<file path="src/rtl/div_pkg.sv">
// div_pkg: shared widths and operand-entry layout for the divider operand stage
package div_pkg;
  localparam int XW_DEF = 16;
  localparam int YW_DEF = 8;
  localparam int CNT_W  = 16;
  typedef struct packed {
    logic [XW_DEF-1:0] x;
    logic [YW_DEF-1:0] y;
    logic              dz;
    logic              ovf;
  } op_entry_t;
endpackage

</file>
<file path="src/rtl/div_flag_chk.sv">
// div_flag_chk: divisor-zero and quotient-overflow detection for one operand pair
module div_flag_chk import div_pkg::*; #(
  parameter int XW = XW_DEF,
  parameter int YW = YW_DEF
) (
  input  logic [XW-1:0] x_i,
  input  logic [YW-1:0] y_i,
  output logic          dz_o,
  output logic          ovf_o
);
  assign dz_o  = y_i == '0;
  assign ovf_o = x_i[XW-1:YW] >= y_i;
endmodule

</file>
<file path="src/rtl/div_operand_stage.sv">
// div_operand_stage: DEPTH-entry operand FIFO feeding an array divider; DIV_STAGE_CNT_EN adds txn/err counters
module div_operand_stage import div_pkg::*; #(
  parameter int XW    = XW_DEF,
  parameter int YW    = YW_DEF,
  parameter int DEPTH = 2
) (
  input  logic          clk,
  input  logic          rst_n,
  input  logic          s_valid,
  output logic          s_ready,
  input  logic [XW-1:0] s_dividend,
  input  logic [YW-1:0] s_divisor,
  output logic          m_valid,
  input  logic          m_ready,
  output logic [XW-1:0] m_x,
  output logic [YW-1:0] m_y,
  output logic          m_bin,
  output logic          m_dz,
  output logic          m_ovf
`ifdef DIV_STAGE_CNT_EN
  ,
  output logic [CNT_W-1:0] txn_cnt,
  output logic [CNT_W-1:0] err_cnt
`endif
);
  localparam int AW = $clog2(DEPTH);
  localparam logic [AW:0] FULL = (AW+1)'(DEPTH);
  typedef struct packed {
    logic [XW-1:0] x;
    logic [YW-1:0] y;
    logic          dz;
    logic          ovf;
  } entry_t;
  entry_t        mem_q [DEPTH];
  entry_t        in_e, head;
  logic [AW-1:0] wr_q, rd_q;
  logic [AW:0]   cnt_q, cnt_d;
  logic          dz, ovf, acc, del;
  div_flag_chk #(.XW(XW), .YW(YW)) u_flag (
    .x_i  (s_dividend),
    .y_i  (s_divisor),
    .dz_o (dz),
    .ovf_o(ovf)
  );
  assign in_e    = '{x: s_dividend, y: s_divisor, dz: dz, ovf: ovf};
  assign s_ready = cnt_q != FULL;
  assign m_valid = cnt_q != '0;
  assign acc     = s_valid & s_ready;
  assign del     = m_valid & m_ready;
  assign cnt_d   = cnt_q + (AW+1)'(acc) - (AW+1)'(del);
  assign head    = m_valid ? mem_q[rd_q] : '0;
  assign m_x     = head.x;
  assign m_y     = head.y;
  assign m_dz    = head.dz;
  assign m_ovf   = head.ovf;
  assign m_bin   = 1'b0;
  // FIFO storage and pointers; reset drops every buffered pair
  always_ff @(posedge clk or negedge rst_n) begin
    if (!rst_n) begin
      for (int i = 0; i < DEPTH; i++) mem_q[i] <= '0;
      wr_q  <= '0;
      rd_q  <= '0;
      cnt_q <= '0;
    end else begin
      if (acc) mem_q[wr_q] <= in_e;
      if (acc) wr_q <= wr_q + 1'b1;
      if (del) rd_q <= rd_q + 1'b1;
      cnt_q <= cnt_d;
    end
  end
`ifdef DIV_STAGE_CNT_EN
  logic [CNT_W-1:0] txn_q, err_q;
  assign txn_cnt = txn_q;
  assign err_cnt = err_q;
  // saturating counts of delivered pairs and of delivered pairs with a flag set
  always_ff @(posedge clk or negedge rst_n) begin
    if (!rst_n) begin
      txn_q <= '0;
      err_q <= '0;
    end else begin
      if (del && txn_q != '1) txn_q <= txn_q + 1'b1;
      if (del && (head.dz || head.ovf) && err_q != '1) err_q <= err_q + 1'b1;
    end
  end
`endif
endmodule
</file>
<file path="config.mk">
export PLATFORM = sky130hd
export DESIGN_NAME = div_operand_stage
export DESIGN_NICKNAME = d
export VERILOG_FILES = /design/src/rtl/div_pkg.sv /design/src/rtl/div_flag_chk.sv /design/src/rtl/div_operand_stage.sv
export SDC_FILE = /design/constraint.sdc
export NUM_CORES = 1
export LEC_CHECK = 0
export CAP_MARGIN = 10
export CORE_MARGIN = 3
export CORE_UTILIZATION = 50
export DETAILED_ROUTE_END_ITERATION = 12
export GPL_TIMING_DRIVEN = 0
export MAX_ROUTING_LAYER = met4
export PLACE_DENSITY = 0.78
export SYNTH_ARGS = -nofsm -noshare
export SYNTH_HDL_FRONTEND = slang
export SYNTH_SLANG_ARGS = --single-unit
</file>
<file path="constraint.sdc">
create_clock -name clk -period 2.4 [get_ports clk]
set_input_delay 0.72 -clock clk [delete_from_list [all_inputs] [get_ports clk]]
set_output_delay 0.72 -clock clk [all_outputs]
set_load 0.03 [all_outputs]
</file>
==> impl_metrics.yaml <==
logic_synthesis:
  synth.net_count: 297
  syn_inst: 259
  ys_ff_latch: 56
  synthXorXnorAreaFrac_pct: 1.26
  synth_area_mm2: 0.00279
  ys_types: 30
  synthSimpleGateAreaFrac_pct: 14.0
  synth-compound-area-share_pct: 3.23
  syn_area_per_cell_um2: 10.8
  synthAdderAreaFrac_pct: 4.49
  synth_mux_area_share_pct: 22.1
  seq_area_frac_synth_pct: 50.3
  ys_warn_count: 0
  synth_top_family_by_area: "multiplexers"
die:
  die_area_mm2: 0.00651
  die_h_um: 80.7
  placementRows: 26
  io_pins: 57
  core_area_mm2: 0.00524
  die_w_um: 80.7
  initial_core_util_pct: 53.2
sta:
  min_period_over_period_pct: 97.6
  clock.fmax_mhz: 427
  fin_skew_ns: 0.00259
  tns_ns: 0
  drv_slew: 0
  rsz0062_at_grt: "yes"
  final_hold_viol_count: 0
  worstMarginPinSlew_ns: 0.569
  period_needed_ns: 2.34
  finalSetupViolCount: 0
  relSlewSlack_pct: 62.0
placement:
  placed_cell_area_mm2: 0.00344
  gp_congestion: 0.773
  portBuffers: 55
  hpwl_um: 4200
critical_path:
  crit_chain: "nor2_4 -> buf_4 -> clkbuf_4 -> nor2_1 -> clkdlybuf4s15_2"
  r2r-start: "cnt_q[0]"
  critPathArrivalTime_ns: 1.62
  crit_required_ns: 1.68
  cp-startpoint: "cnt_q[0]"
  r2r-end: "cnt_q[1]"
  crit_buf_inv: 3
  reg2reg_slack_ns: 0.67
  crit_fanout: 10
  cpPeakStageDelay_ns: 0.43
  crit_path_top_delay_cell: "dfrtp_1"
  cp-start-kind: "register"
  critical_path.endpoint: "m_x[3]"
  r2r_cells: 8
  critical_path_depth: 5
  crit_type: "register to primary output"
  critPathTopFamily: "buffers and inverters"
  cp-end-kind: "primary output"
global_routing:
  grt_max_degree: 33
  grt_antenna_before_repair: 0
  overflow: 0
  grt_pass1_vias: 2099
  grt_usage_pct: 20.8
  grt_pass1_wl_um: 10100
pwr:
  leakage_nw: 1.80
  ir_drop_mv: 0.801
  finalPower_mw: 5.19
  power.density_mw_per_mm2: 1470
detailed_routing:
  first_pass_iters: 5
  avgRoutedWirePerCell_um: 15.1
  drtIter0Drc: 115
  viasPerCell: 5.12
  antenna_left: 0
  vias: 2027
  wl_um: 5990
  post-route-drc-count: 0
clock_network:
  cts.htree.levels: 2
  hold_buffers: 0
  cts_buffer_depth: 2
  tritoncts: "built"
  numCtsBuffers: 5
  cts_root_buf: "clkbuf_8"
  clock_sinks: 56
  clk_latency_ns: 0.31
  clk_pin_slew_ns: 0.09
cells_and_area:
  final_core_util_pct: 67.3
  layout_common_cells: "nand2_1 (56), dfrtp_1 (55), nor2_1 (28)"
  n_antenna_cell: 0
  area_growth_pct: 26.5
  fin_area_mm2: 0.00353
  mostFrequentLayoutCell: "nand2_1"
  fin_nets: 363
  drive_gt1_share_pct: 21.8
min_path:
  hold_path.class: "input port to async pin"
job:
  maxCapViolCount: 0
outcome:
  status: "finished, final reports clean"
Yosys cell counts (all sizes together):
| master | n | area share, % |
|---|---|---|
| xor2 | 1 | 0.31 |
| nand3 | 1 | 0.18 |
| inv | 11 | 1.5 |
| xnor2 | 3 | 0.94 |
| mux2 | 25 | 12 |
| a221oi | 1 | 0.31 |
| buf | 9 | 2.4 |
| conb | 1 | 0.13 |
| and3 | 2 | 0.45 |
| and3b | 1 | 0.31 |
| nand2 | 56 | 7.5 |
| nor2 | 29 | 3.9 |
| mux2i | 27 | 9.7 |
| a31oi | 2 | 0.45 |
| nor4 | 2 | 0.45 |
| a2111oi | 1 | 0.31 |
| clkbuf | 5 | 0.67 |
| dfrtp | 56 | 50 |
| o21ai | 9 | 1.6 |
| nor2b | 1 | 0.22 |
| o211ai | 1 | 0.27 |
| a21o | 1 | 0.27 |
| nand2b | 2 | 0.54 |
| ha | 10 | 4.5 |
| or3 | 1 | 0.22 |
| nor3 | 1 | 0.18 |
area by class of cell:
cell class / count / area (um^2)
buffer: 14 / 119
clock buffer: 6 / 72.6
clock inverter: 2 / 35.0
fill: 426 / 1710
inverter: 11 / 41.3
multi-input combinational: 178 / 1270
sequential: 56 / 1400
tap: 70 / 87.6
timing repair buffer: 59 / 500
logic make-up after synthesis:
| family | Yosys count |
|---|---|
| compound gates | 15 |
| xor+xnor | 4 |
| fa+ha+maj | 10 |
| buf+inv | 25 |
| flops | 56 |
| mux | 52 |
| other cells | 1 |
| simple gates | 96 |
per-stage QoR:
stage | setup slack [ns] | std cells | hold slack [ns]
final | 0.0576 | 396 | 0.393
after global placement | -1.09 | 384 | 0.457
after floorplan | 0.369 | 259 | 0.424
after detailed placement | -0.518 | 385 | 0.463
after CTS | 0.00158 | 395 | 0.404
after global routing | -0.0343 | 396 | 0.433
flip-flops by register name, summed over array words and instances, names as in the netlist:
signal	flops
mem_q	52
cnt_q	2
rd_q	1
wr_q	1
where the power goes:
group          internal [mW]  switching, mW  total, mW
Combinational           1.23           1.69       2.92
Sequential              1.40          0.259       1.66
Clock                  0.310          0.297      0.607
Total                   2.94           2.24       5.19
routing by layer:
layer	GRT usage, %	wire [um]
met1	28.6	2750
met2	32.7	2890
met3	2.80	298
met4	5.57	56
met5	-	0
worst reg2reg max path, stage by stage (launching register included):
cell	delay, ns
dfrtp_1	0.43
nor2_4	0.19
buf_4	0.19
nor2b_1	0.08
ha_1	0.28
inv_1	0.04
ha_1	0.17
xnor2_1	0.16
xnor2_1	0.13
how the worst min path moves through the flow:
| stage | slack [ns] | cells after the start | endpoint | start |
|---|---|---|---|---|
| after detailed placement | 0.46 | 2 | mem_q[23] | mem_q[23] |
| after floorplan | 0.42 | 0 | cnt_q[0] | rst_n |
| after global routing | 0.43 | 1 | mem_q[12] | rst_n |
| after CTS | 0.40 | 1 | mem_q[12] | rst_n |
| final | 0.39 | 1 | mem_q[12] | rst_n |
| after global placement | 0.46 | 2 | mem_q[24] | mem_q[24] |
repair_timing:
item                                    4_1_cts  5_1_grt
buffers inserted                              2        1
gates resized for setup                      50       35
endpoints found under the setup margin       27       20
pin swaps                                     1        0
No activity file was read; power rests on OpenSTA's default activity.
